===== src/rtl/rr_mux_sel_arbiter_pkg.sv =====
// Shared definitions for the round-robin mux-select arbiter family:
// FSM state encoding, requester count, select width and default burst length.
package arb_pkg;

   localparam int N_REQ         = 4;
   localparam int SEL_W         = 2;
   localparam int BURST_DEFAULT = 4;
   localparam int CNT_W_DEFAULT = 8;

   typedef enum logic {
      IDLE  = 1'b0,
      GRANT = 1'b1
   } arb_state_e;

endpackage


===== src/rtl/rr_mux_sel_arbiter_if.sv =====
// Handshake bundle between the arbiter, its four sources and the downstream consumer.
// The lock signal exists only when ARB_LOCK_EN is defined.
interface rr_mux_sel_arbiter_if;
   import arb_pkg::*;

   logic [N_REQ-1:0] req;
   logic             out_ready;
   logic [SEL_W-1:0] sel;
   logic             out_valid;
   logic [N_REQ-1:0] gnt;
   logic             busy;
`ifdef ARB_LOCK_EN
   logic             lock;
`endif

   // Arbiter side.
   modport master (
      input  req,
      input  out_ready,
`ifdef ARB_LOCK_EN
      input  lock,
`endif
      output sel,
      output out_valid,
      output gnt,
      output busy
   );

   // Sources and consumer side.
   modport slave (
      output req,
      output out_ready,
`ifdef ARB_LOCK_EN
      output lock,
`endif
      input  sel,
      input  out_valid,
      input  gnt,
      input  busy
   );

endinterface


===== src/rtl/rr_mux_sel_arbiter_pick.sv =====
// Combinational round-robin picker: first set request after 'last', wrapping 3 -> 0.
// Reusable by any arbiter that keeps its own 'last' pointer.
module rr_pick
   import arb_pkg::*;
(
   input  logic [N_REQ-1:0] req,
   input  logic [SEL_W-1:0] last,
   output logic [SEL_W-1:0] pick,
   output logic             any
);

   logic [SEL_W-1:0] idx;

   // Scan from farthest to nearest so the requester closest after 'last' wins.
   always_comb begin
      pick = last;
      any  = 1'b0;
      idx  = last;
      for (int i = N_REQ; i >= 1; i--) begin
         idx = last + SEL_W'(i);
         if (req[idx]) begin
            pick = idx;
            any  = 1'b1;
         end
      end
   end

endmodule


===== src/rtl/rr_mux_sel_arbiter.sv =====
// Round-robin arbiter driving the 2-bit select of the 4:1 data mux, with bounded bursts.
// Optional ARB_LOCK_EN adds a lock input that suspends the burst limit.
module rr_mux_sel_arbiter
   import arb_pkg::*;
#(
   parameter int BURST = BURST_DEFAULT,
   parameter int CNT_W = CNT_W_DEFAULT
)
(
   input  logic                  clk,
   input  logic                  rst_n,
   rr_mux_sel_arbiter_if.master  bus
);

   arb_state_e       state;
   logic [SEL_W-1:0] sel;
   logic [SEL_W-1:0] last;
   logic [CNT_W-1:0] beat_cnt;
   logic             busy;

   logic [SEL_W-1:0] pick;
   logic             any;
   logic             out_valid;
   logic             accept;
   logic             last_beat;
   logic             lock_hold;

   rr_pick u_pick (
      .req  (bus.req),
      .last (last),
      .pick (pick),
      .any  (any)
   );

`ifdef ARB_LOCK_EN
   assign lock_hold = bus.lock;
`else
   assign lock_hold = 1'b0;
`endif

   // Valid and grant are decoded from state so an async reset drops them at once.
   assign out_valid = (state == GRANT) && bus.req[sel];
   assign accept    = out_valid && bus.out_ready;
   assign last_beat = (beat_cnt == CNT_W'(BURST - 1));

   assign bus.sel       = sel;
   assign bus.out_valid = out_valid;
   assign bus.gnt       = accept ? (N_REQ'(1) << sel) : '0;
   assign bus.busy      = busy;

   // sel only moves on IDLE->GRANT, keeping the mux select stable for the whole grant.
   always_ff @(posedge clk or negedge rst_n) begin
      if (!rst_n) begin
         state    <= IDLE;
         sel      <= '0;
         last     <= SEL_W'(N_REQ - 1);
         beat_cnt <= '0;
         busy     <= 1'b0;
      end else begin
         case (state)
            IDLE: begin
               if (any) begin
                  state    <= GRANT;
                  sel      <= pick;
                  beat_cnt <= '0;
                  busy     <= 1'b1;
               end
            end
            GRANT: begin
               if (!bus.req[sel]) begin
                  state <= IDLE;
                  last  <= sel;
                  busy  <= 1'b0;
               end else if (accept) begin
                  if (last_beat && !lock_hold) begin
                     state <= IDLE;
                     last  <= sel;
                     busy  <= 1'b0;
                  end else if (!last_beat) begin
                     beat_cnt <= beat_cnt + CNT_W'(1);
                  end
               end
            end
            default: begin
               state <= IDLE;
               busy  <= 1'b0;
            end
         endcase
      end
   end

endmodule


===== src/flat_wrapper.sv =====
// flat-port wrapper written by rule: the top's interface ports become plain ports
module rr_mux_sel_arbiter_flat import arb_pkg::*;
#(
   parameter int BURST = BURST_DEFAULT,
   parameter int CNT_W = CNT_W_DEFAULT
)
  (clk, rst_n, bus_req, bus_out_ready, bus_sel, bus_out_valid, bus_gnt, bus_busy);
  rr_mux_sel_arbiter_if bus_i ();
  input  logic clk;
  input  logic rst_n;
  input wire logic [$bits(bus_i.req)-1:0] bus_req;
  input wire logic [$bits(bus_i.out_ready)-1:0] bus_out_ready;
  output wire logic [$bits(bus_i.sel)-1:0] bus_sel;
  output wire logic [$bits(bus_i.out_valid)-1:0] bus_out_valid;
  output wire logic [$bits(bus_i.gnt)-1:0] bus_gnt;
  output wire logic [$bits(bus_i.busy)-1:0] bus_busy;
  assign bus_i.req = bus_req;
  assign bus_i.out_ready = bus_out_ready;
  assign bus_sel = bus_i.sel;
  assign bus_out_valid = bus_i.out_valid;
  assign bus_gnt = bus_i.gnt;
  assign bus_busy = bus_i.busy;
  rr_mux_sel_arbiter #(.BURST(BURST), .CNT_W(CNT_W)) u_core (.clk(clk), .rst_n(rst_n), .bus(bus_i));
endmodule

===== config.mk =====
export PLATFORM = sky130hd
export DESIGN_NAME = rr_mux_sel_arbiter_flat
export DESIGN_NICKNAME = d
export VERILOG_FILES = /design/src/rtl/rr_mux_sel_arbiter_pkg.sv /design/src/rtl/rr_mux_sel_arbiter_if.sv /design/src/rtl/rr_mux_sel_arbiter_pick.sv /design/src/rtl/rr_mux_sel_arbiter.sv /design/src/flat_wrapper.sv
export SDC_FILE = /design/constraint.sdc
export NUM_CORES = 1
export LEC_CHECK = 0
export BUFFER_PORTS_ARGS = -buffer_cell sky130_fd_sc_hd__buf_2
export CAP_MARGIN = 20
export CORE_ASPECT_RATIO = 1.2
export CORE_UTILIZATION = 27
export DETAILED_ROUTE_END_ITERATION = 8
export GPL_TIMING_DRIVEN = 0
export PLACE_DENSITY = 0.46
export SETUP_SLACK_MARGIN = 0.15
export SLEW_MARGIN = 10
export SYNTH_ARGS = -nofsm -noshare
export SYNTH_HDL_FRONTEND = slang
export SYNTH_SLANG_ARGS = --single-unit

===== constraint.sdc =====
create_clock -name clk -period 4.8 [get_ports clk]
set_input_delay 1.44 -clock clk [delete_from_list [all_inputs] [get_ports clk]]
set_output_delay 1.44 -clock clk [all_outputs]
set_load 0.02 [all_outputs]

==> flow_summary.toml <==
[sta]
hold_viol_final = 0
worstMarginPinSlew_ns = 0.546
period_share_pct = 79.7
finalSetupTns_ns = 0
period_needed_ns = 3.82
rsz0062_at_grt = "no"
slew_violations = 0
timing.fmax_mhz = 262
skew_ns = 0.00342
slew_headroom_pct = 63.2
setup_viol = 0

[synth]
synth.yosys.seq_area_share_pct = 38.6
yosys.cell_types.count = 42
syn_area_um2 = 913
synth_edf_count = 0
syn_area_per_cell_um2 = 9.23
syn_inst = 99
async_flop_share_pct = 100
synth_ff_type = "dfrtp_1"
synth_nets = 107
ys.warnings.count = 0
ys_ff_latch = 14

[power]
switching_share_pct = 44.6
p_int_uw = 356
p_comb_share_pct = 49.5
power_switching_uw = 287
irDropWorstVdd_uv = 263
power_uw = 644
cellLeakagePower_nw = 0.467
power_density_nw_per_um2 = 605
seq_power_share_pct = 36.3
clockPowerShare_pct = 14.2

[grt]
grt_first_pass_wirelength_um = 3370
grt_max_degree = 15
grt_usage_pct = 13.0
grt_pass1_vias = 751
antenna_found_initial = 0
overflow = 0

[die]
io_pins = 15
die_y_um = 65.7
start_util_pct = 29.1
rows = 22
die_area_um2 = 3620
core-area_um2 = 3140
die_width_um = 55.1

[layout]
multiInputGateArea_um2 = 528
layout_common_cells = "buf_2 (16), dfrtp_1 (12), nand2_1 (11), nand3_1 (11)"
n_antenna_cell = 0
nNetsFinal = 126
areaGrowthSynthToFinish_pct = 16.6
final_layout_size_suffix_gt1_share_pct = 27.4
seqCellArea_um2 = 353
final_common_cell = "buf_2"
fill_cells = 355

[clock_network]
cts_made_buffers = 3
cts_tree = "done"
path_clk_slew_ns = 0.10
clkLatencyLatePin_ns = 0.29
hold_buffers = 0
root_buffer = "clkbuf_4"
clock-sinks = 14
postCtsSetupBuffers = 0
htreeDepth = 1
cts_resized = 0
cts_buffer_depth = 2

[worst_hold_path]
hp-start = "u_core.beat_cnt[0]"
hold_depth = 1
worstHoldPathType = "reg2reg"

[placement]
dp_hpwl_um = 1620
gp_congestion = 0.719
numPortBuffers = 14

[critical_path]
crit_fanout = 7
slowest_stage = "mux2_2"
startpoint = "bus_req[3]"
crit_chain = "buf_2 -> mux2_2 -> mux2i_2 -> nor2_1 -> buf_2"
worst_path_largest_cell_delay_ns = 0.32
critPathCaptureType = "primary output"
cp.required_ns = 3.36
start_kind = "input pin"
r2r_start = "u_core.beat_cnt[0]"
r2r_cells = 5
path_common_cell = "buf_2"
crit_type = "in2out"
arrival_ns = 2.38

[job]
cap_violations = 0

[routing]
drc = 0
dr.first_iter.drc_count = 18
firstDrtPassIters = 4
routed_wl_um = 2180
vias = 807
antenna_left = 0
wl_per_cell_um = 14.3
viasPerCell = 5.27

[outcome]
status = "finished, final reports clean"
-- stage by stage --
step                instances  hold slack (ns)  setup WS (ns)  instance area (um2)  util [%]
floorplan                  99            0.474           1.25                  913         -
global placement          149            0.495          0.996                 1030      32.8
detailed placement        149            0.505          0.984                 1030      32.8
CTS                       153            0.517          0.983                 1060      33.9
global route              153            0.553          0.945                 1060      33.9
finish                    153            0.515          0.976                 1060      33.9
-- flip-flops by register name, summed over array words and instances (netlist names) --
register         cells
u_core.beat_cnt      8
u_core.bus.sel       2
u_core.last          2
u_core.bus.busy      1
u_core.state         1
-- cell type report --
class | instances | share of cell area [%]
clock buffers | 4 | 3.41
inverters | 4 | 1.41
well taps | 36 | 4.23
multi-input cells | 77 | 49.6
plain buffers | 4 | 1.65
repair buffers | 14 | 6.58
flip-flops and latches | 14 | 33.1
-- cell families after synthesis --
kind of cell             Yosys count  synth area share, %
AND/OR/NAND/NOR                   46                 27.5
AO/OA/AOI/OAI                     21                 18.1
flip-flops                        14                 38.6
multiplexers                       9                 10.8
buffers and inverters              8                 3.56
adder cells (fa/ha/maj)            1                 1.37
-- cell usage after synthesis (2+ instances only) --
library cell	count	area (um2)
dfrtp_1	12	300
nand2_1	11	41.3
nand3_1	11	55.1
nor2_1	5	18.8
o21ai_0	5	25.0
inv_1	4	15.0
mux2i_1	4	40.0
nor3_1	4	20.0
a21oi_1	2	10.0
and3_1	2	12.5
buf_2	2	10.0
dfstp_2	2	52.6
mux2_1	2	22.5
mux2_2	2	22.5
nand2b_1	2	12.5
o211ai_1	2	15.0
o31ai_1	2	15.0
-- critical path: cells and delay by family --
kind                   cells  cell delay, ns
muxes                      2            0.56
buffers and inverters      2            0.30
and+or+nand+nor            1            0.08
-- power groups by stage --
| stage | Combinational (mW) | Sequential, mW | Clock, mW |
|---|---|---|---|
| 6_report | 0.319 | 0.233 | 0.0914 |
| 3_3_place_gp | 0.322 | 0.234 | 0 |
| 3_5_place_dp | 0.325 | 0.236 | 0 |
| 5_1_grt | 0.355 | 0.244 | 0.0980 |
| 4_1_cts | 0.324 | 0.233 | 0.0929 |
| 2_1_floorplan | 0.232 | 0.237 | 0 |
-- layer usage --
layer  part of all wire, %  track usage, %  vias up
li1                      -               -      401
met1                    47            15.3      386
met2                    48            22.7       18
met3                   4.5            3.47        2
met4                  0.73            2.81        0
met5                     0               0        -
-- worst paths after layout --
check | endpoint | slack (ns)
max | bus_out_valid | 0.98
min | u_core.beat_cnt[0] | 0.52
max reg2reg | u_core.beat_cnt[1] | 2.88
min reg2reg | u_core.beat_cnt[0] | 0.52
max in group asynchronous | u_core.last[1] | 3.46
min in group asynchronous | u_core.bus.sel[0] | 1.04
Note: power is estimated with default switching activity, not from simulation.
